===== config.mk =====
export PLATFORM = sky130hd
export DESIGN_NAME = fwd_hazard_unit_flat
export DESIGN_NICKNAME = d
export VERILOG_FILES = /design/src/rtl/fwd_hazard_unit_if.sv /design/src/rtl/fwd_hazard_unit.sv /design/src/flat_wrapper.sv
export SDC_FILE = /design/constraint.sdc
export NUM_CORES = 1
export LEC_CHECK = 0
export ABC_CLOCK_PERIOD_IN_PS = 3300
export CAP_MARGIN = 20
export CORE_MARGIN = 5
export CORE_UTILIZATION = 54
export DETAILED_ROUTE_END_ITERATION = 8
export GPL_ROUTABILITY_DRIVEN = 0
export PLACE_DENSITY = 0.9
export SYNTH_ARGS = -nofsm -noshare
export SYNTH_HDL_FRONTEND = slang
export SYNTH_SLANG_ARGS = --single-unit

===== constraint.sdc =====
create_clock -name Clk -period 3.3 [get_ports Clk]
set_input_delay 0.33 -clock Clk [delete_from_list [all_inputs] [get_ports Clk]]
set_output_delay 0.33 -clock Clk [all_outputs]
set_load 0.02 [all_outputs]

===== src/rtl/fwd_hazard_unit_if.sv =====
// Bundle between ID/EX control and the forwarding/hazard unit.
// The master side drives ID tags and Flush; the slave returns Stall and the bypass selects.
interface fwd_hazard_unit_if #(
   parameter int ADDR_W    = 5,
   parameter int FWD_DEPTH = 2
);
   logic                 ID_Valid;
   logic [ADDR_W-1:0]    ID_rm;
   logic [ADDR_W-1:0]    ID_rn;
   logic [ADDR_W-1:0]    ID_rd;
   logic                 ID_RegWrite;
   logic                 ID_MemRead;
   logic                 Flush;
   logic                 Stall;
   logic [FWD_DEPTH-1:0] ForwardA;
   logic [FWD_DEPTH-1:0] ForwardB;

   modport master (
      output ID_Valid, ID_rm, ID_rn, ID_rd,
      output ID_RegWrite, ID_MemRead, Flush,
      input  Stall, ForwardA, ForwardB
   );

   modport slave (
      input  ID_Valid, ID_rm, ID_rn, ID_rd,
      input  ID_RegWrite, ID_MemRead, Flush,
      output Stall, ForwardA, ForwardB
   );
endinterface


===== src/rtl/fwd_hazard_unit.sv =====
// Forwarding and load-use hazard unit with its own EX and post-EX tag pipeline.
// Bypass selects come from registered tags only; Stall is combinational from ID.
module fwd_hazard_unit #(
   parameter int ADDR_W    = 5,
   parameter int FWD_DEPTH = 2,
   parameter int LOAD_LAT  = 1,
   parameter bit ZERO_REG  = 1'b1
) (
   input logic              Clk,
   input logic              Reset_n,
   fwd_hazard_unit_if.slave hz
);

   typedef struct packed {
      logic              valid;
      logic [ADDR_W-1:0] rm;
      logic [ADDR_W-1:0] rn;
      logic [ADDR_W-1:0] rd;
      logic              rw;
      logic              mr;
   } ex_tag_t;

   typedef struct packed {
      logic              valid;
      logic [ADDR_W-1:0] rd;
      logic              rw;
   } st_tag_t;

   typedef enum logic {S_IDLE, S_HOLD} state_t;

   localparam logic [1:0] CNT_LOAD = 2'(LOAD_LAT - 1);
   localparam logic [FWD_DEPTH-1:0] ONE_HI =
      FWD_DEPTH'(1) << (FWD_DEPTH - 1);

   ex_tag_t              r_ex;
   st_tag_t              r_st [FWD_DEPTH];
   state_t               r_state;
   logic [1:0]           r_cnt;

   ex_tag_t              w_ex_nxt;
   logic                 w_hazard;
   logic                 w_stall;
   logic [FWD_DEPTH-1:0] w_fwd_a;
   logic [FWD_DEPTH-1:0] w_fwd_b;

   function automatic logic is_zero(logic [ADDR_W-1:0] r);
      return ZERO_REG && (r == '0);
   endfunction

   function automatic logic hit(
      st_tag_t           s,
      logic              ex_v,
      logic [ADDR_W-1:0] src
   );
      return ex_v & s.valid & s.rw & (s.rd == src) & ~is_zero(src);
   endfunction

   always_comb begin
      w_hazard = r_ex.valid & r_ex.mr & r_ex.rw & hz.ID_Valid
               & ~is_zero(r_ex.rd)
               & ((r_ex.rd == hz.ID_rm) | (r_ex.rd == hz.ID_rn));
   end

   assign w_stall = w_hazard | (r_cnt != 2'd0);

   // Oldest stage first so the youngest hit overwrites it.
   always_comb begin
      w_fwd_a = '0;
      w_fwd_b = '0;
      for (int k = FWD_DEPTH - 1; k >= 0; k--) begin
         if (hit(r_st[k], r_ex.valid, r_ex.rm))
            w_fwd_a = ONE_HI >> k;
         if (hit(r_st[k], r_ex.valid, r_ex.rn))
            w_fwd_b = ONE_HI >> k;
      end
   end

   assign w_ex_nxt = '{
      valid: hz.ID_Valid & ~w_stall & ~hz.Flush,
      rm:    hz.ID_rm,
      rn:    hz.ID_rn,
      rd:    hz.ID_rd,
      rw:    hz.ID_RegWrite,
      mr:    hz.ID_MemRead
   };

   always_ff @(posedge Clk or negedge Reset_n) begin
      if (!Reset_n) begin
         r_ex <= '0;
         for (int k = 0; k < FWD_DEPTH; k++)
            r_st[k] <= '0;
      end else begin
         r_ex    <= w_ex_nxt;
         r_st[0] <= '{valid: r_ex.valid, rd: r_ex.rd, rw: r_ex.rw};
         for (int k = 1; k < FWD_DEPTH; k++)
            r_st[k] <= r_st[k-1];
      end
   end

   always_ff @(posedge Clk or negedge Reset_n) begin
      if (!Reset_n) begin
         r_state <= S_IDLE;
         r_cnt   <= 2'd0;
      end else if (hz.Flush) begin
         r_state <= S_IDLE;
         r_cnt   <= 2'd0;
      end else begin
         unique case (r_state)
            S_IDLE: begin
               if (w_hazard && (LOAD_LAT > 1)) begin
                  r_cnt   <= CNT_LOAD;
                  r_state <= S_HOLD;
               end
            end
            S_HOLD: begin
               r_cnt <= r_cnt - 2'd1;
               if (r_cnt == 2'd1)
                  r_state <= S_IDLE;
            end
            default: begin
               r_state <= S_IDLE;
               r_cnt   <= 2'd0;
            end
         endcase
      end
   end

   assign hz.Stall    = w_stall;
   assign hz.ForwardA = w_fwd_a;
   assign hz.ForwardB = w_fwd_b;

endmodule


===== src/flat_wrapper.sv =====
// flat-port wrapper written by rule: the top's interface ports become plain ports
module fwd_hazard_unit_flat 
#(
   parameter int ADDR_W    = 5,
   parameter int FWD_DEPTH = 2,
   parameter int LOAD_LAT  = 1,
   parameter bit ZERO_REG  = 1'b1
)
  (Clk, Reset_n, hz_ID_Valid, hz_ID_rm, hz_ID_rn, hz_ID_rd, hz_ID_RegWrite, hz_ID_MemRead, hz_Flush, hz_Stall, hz_ForwardA, hz_ForwardB);
  fwd_hazard_unit_if #(.ADDR_W(ADDR_W), .FWD_DEPTH(FWD_DEPTH)) hz_i ();
  input logic Clk;
  input logic Reset_n;
  input wire logic [$bits(hz_i.ID_Valid)-1:0] hz_ID_Valid;
  input wire logic [$bits(hz_i.ID_rm)-1:0] hz_ID_rm;
  input wire logic [$bits(hz_i.ID_rn)-1:0] hz_ID_rn;
  input wire logic [$bits(hz_i.ID_rd)-1:0] hz_ID_rd;
  input wire logic [$bits(hz_i.ID_RegWrite)-1:0] hz_ID_RegWrite;
  input wire logic [$bits(hz_i.ID_MemRead)-1:0] hz_ID_MemRead;
  input wire logic [$bits(hz_i.Flush)-1:0] hz_Flush;
  output wire logic [$bits(hz_i.Stall)-1:0] hz_Stall;
  output wire logic [$bits(hz_i.ForwardA)-1:0] hz_ForwardA;
  output wire logic [$bits(hz_i.ForwardB)-1:0] hz_ForwardB;
  assign hz_i.ID_Valid = hz_ID_Valid;
  assign hz_i.ID_rm = hz_ID_rm;
  assign hz_i.ID_rn = hz_ID_rn;
  assign hz_i.ID_rd = hz_ID_rd;
  assign hz_i.ID_RegWrite = hz_ID_RegWrite;
  assign hz_i.ID_MemRead = hz_ID_MemRead;
  assign hz_i.Flush = hz_Flush;
  assign hz_Stall = hz_i.Stall;
  assign hz_ForwardA = hz_i.ForwardA;
  assign hz_ForwardB = hz_i.ForwardB;
  fwd_hazard_unit #(.ADDR_W(ADDR_W), .FWD_DEPTH(FWD_DEPTH), .LOAD_LAT(LOAD_LAT), .ZERO_REG(ZERO_REG)) u_core (.Clk(Clk), .Reset_n(Reset_n), .hz(hz_i));
endmodule

==> flow_summary.json <==
{
  "first_pass_iters": 3,
  "yosysTopAreaCell": "dfrtp_1",
  "cts_tree": "yes",
  "antenna_cells": 0,
  "clk_transition_reported_paths_ps": 110,
  "syn-mean-instance-area_sq_um": 13.8,
  "cp-end-kind": "primary output",
  "avgViaCountPerCell": 5.02,
  "core.rowCount": 18,
  "coreArea_sq_um": 2480,
  "io_buffers": 25,
  "die_w_microns": 61.1,
  "area.sequential_sq_um": 876,
  "synth.distinct_cells": 20,
  "num_io_pins": 26,
  "avgRoutedWirePerCell_microns": 14.3,
  "worst-slew-pin-transition_ps": 416,
  "rsz0062_at_grt": "false",
  "drc": 0,
  "synth_seq_cells": 35,
  "power.internal_mw": 0.729,
  "dpl.hpwl_mm": 1.85,
  "clockBufferDepth": 2,
  "cts-root-buf": "clkbuf_4",
  "max_freq_ghz": 0.367,
  "postCtsResizedCells": 0,
  "crit_type": "reg -> out",
  "combinationalPowerShare_pct": 8.2,
  "hold_viol_final": 0,
  "path_max_fanout": 3,
  "setup_violations": 0,
  "insertion_delay_ps": 340,
  "clock_skew_ps": 4.79,
  "ant_nets": 0,
  "power_frac_seq_pct": 50.8,
  "p_clk_share_pct": 41.0,
  "hold_path_class": "in -> async",
  "synth_area_leaders": "dfrtp_1, xnor2_1, xor2_1",
  "drtIter0Drc": 11,
  "p_sw_share_pct": 21.1,
  "antenna_found_initial": 0,
  "synth_top_cell_area_share_pct": 62.2,
  "status": "finished, final reports clean",
  "fin_total_pwr_mw": 0.925,
  "tns_ps": 0,
  "die-area_sq_um": 3730,
  "synth_edf_count": 0,
  "start_kind": "flip-flop",
  "drive_gt1_share_pct": 12.5,
  "finalMaxSlewViolations": 0,
  "cts_sinks": 35,
  "yosysSeqAreaShare_pct": 62.2,
  "synth_cells": 102,
  "p_leak_nw": 0.733,
  "ctsHoldBuffers": 0,
  "maxCapViolCount": 0,
  "required_ps": 2970,
  "switchingPower_mw": 0.195,
  "initial_utilization_pct": 56.9,
  "numCtsBuffers": 5,
  "via_count": 833,
  "grtUsageTotal_pct": 15.8,
  "ys_warn_count": 0,
  "overflow": 0,
  "period_minus_slack_ps": 2730,
  "grt_max_degree": 36,
  "multiInputGateArea_sq_um": 526,
  "fill_cells": 163,
  "routed_wl_mm": 2.38,
  "slew-limit-headroom_pct": 72.3,
  "fin_nets": 158,
  "synth_commonest_cells": "dfrtp_1, xnor2_1, xor2_1",
  "post-cts-setup-buffer-count": 0,
  "power_density_nw_per_um2": 511,
  "grt_pass1_wl_mm": 4.02,
  "arrival_ps": 2400,
  "area_growth_pct": 28.4,
  "yosysMostFrequentCell": "dfrtp_1",
  "grt_pass1_vias": 895,
  "min_period_over_period_pct": 82.7,
  "peakVddDrop_uv": 514,
  "die_y_microns": 61.1,
  "cts_max_level": 2,
  "syn-num-nets": 125,
  "async_reset_ff_share_pct": 100,
  "ys.flop_type": "dfrtp_1",
  "syn-cell-area_sq_um": 1410
}
## critical path, stage by stage, from the launching register on
cell,delay (ps)
dfrtp_1,450
or4_4,560
nor2_4,120
nor4_2,60
nor4_2,230
clkdlybuf4s50_1,630
## per-stage QoR
step | cell area (sq um) | hold slack [ps] | cells | setup WS, ps | util (%)
2_1_floorplan | 1410 | 34.4 | 102 | 1320 | -
3_3_place_gp | 1700 | 348 | 158 | 850 | 68.8
3_5_place_dp | 1700 | 351 | 158 | 822 | 68.8
4_1_cts | 1810 | 372 | 166 | 531 | 73.0
5_1_grt | 1810 | 382 | 166 | 461 | 73.0
6_report | 1810 | 372 | 166 | 572 | 73.0
## cell families (layout without fill, tap and decap cells)
kind of cell / Yosys count / count (layout) / synth area share [%]
flops: 35 / 35 / 62.2
fa+ha+maj: 2 / 2 / 1.78
compound gates: 5 / 5 / 2.31
buf+inv: 2 / 36 / 0.533
xor+xnor: 31 / 31 / 19.3
simple gates: 27 / 27 / 13.9
## power groups by stage
stage / sequential (mW) / clock, mW / combinational (mW)
after floorplan: 0.473 / 0 / 0.0357
after global placement: 0.477 / 0 / 0.0738
after global routing: 0.473 / 0.409 / 0.0837
after CTS: 0.470 / 0.386 / 0.0774
after detailed placement: 0.478 / 0 / 0.0769
final: 0.470 / 0.379 / 0.0760
## metal layers
metal | wire [microns] | track usage (%) | vias up
li1 | - | - | 413
met1 | 932 | 16.9 | 395
met5 | 0 | 0 | -
met3 | 132 | 6.71 | 5
met2 | 1260 | 27.0 | 20
met4 | 58 | 7.12 | 0
## state kept, by name, summed over array words and instances, names as in the netlist
| name | count |
|---|---|
| u_core.r_cnt | 2 |
| u_core.r_ex | 18 |
| u_core.r_st | 14 |
| u_core.r_state | 1 |
## path summary, 6_finish.rpt
check / from / end / slack, ps / cells past startpoint
setup / recovery: u_core.r_ex[13] / hz_ForwardA[0] / 570 / 5
hold / removal: Reset_n / u_core.r_state / 370 / 2
setup reg to reg: u_core.r_ex[3] / u_core.r_ex[17] / 1920 / 3
hold reg to reg: u_core.r_st[7] / u_core.r_st[0] / 380 / 0
max in group asynchronous: Reset_n / u_core.r_ex[2] / 2630 / 2
min in group Clk: u_core.r_st[7] / u_core.r_st[0] / 380 / 0
## layout by cell type (no fill, tap or decap)
| cell | instances |
|---|---|
| clkbuf_4 | 5 |
| nor2_1 | 5 |
| clkdlybuf4s50_1 | 25 |
| and4_1 | 1 |
| dfrtp_1 | 35 |
| nor3b_1 | 1 |
| nor2_4 | 2 |
| nand4_1 | 4 |
| buf_4 | 1 |
| inv_1 | 2 |
| a22oi_1 | 1 |
| a211oi_1 | 1 |
| nor4_2 | 4 |
| nand2_1 | 3 |
| xor2_1 | 14 |
| bufinv_16 | 2 |
| or4_4 | 2 |
| xnor2_1 | 17 |
| or4_1 | 1 |
| ha_1 | 2 |
| clkinvlp_4 | 1 |
| o21a_1 | 1 |
| nor3_1 | 2 |
| o21ai_0 | 2 |
| and3_1 | 2 |
## final cells by class
| class | instances | area share, % |
|---|---|---|
| sequential | 35 | 48.4 |
| multi-input combinational | 65 | 29.0 |
| timing repair buffer | 26 | 14.2 |
| clock inverter | 3 | 3.73 |
| clock buffer | 5 | 2.07 |
| tap | 30 | 2.07 |
| inverter | 2 | 0.415 |
No activity file was read; power rests on OpenSTA's default activity.
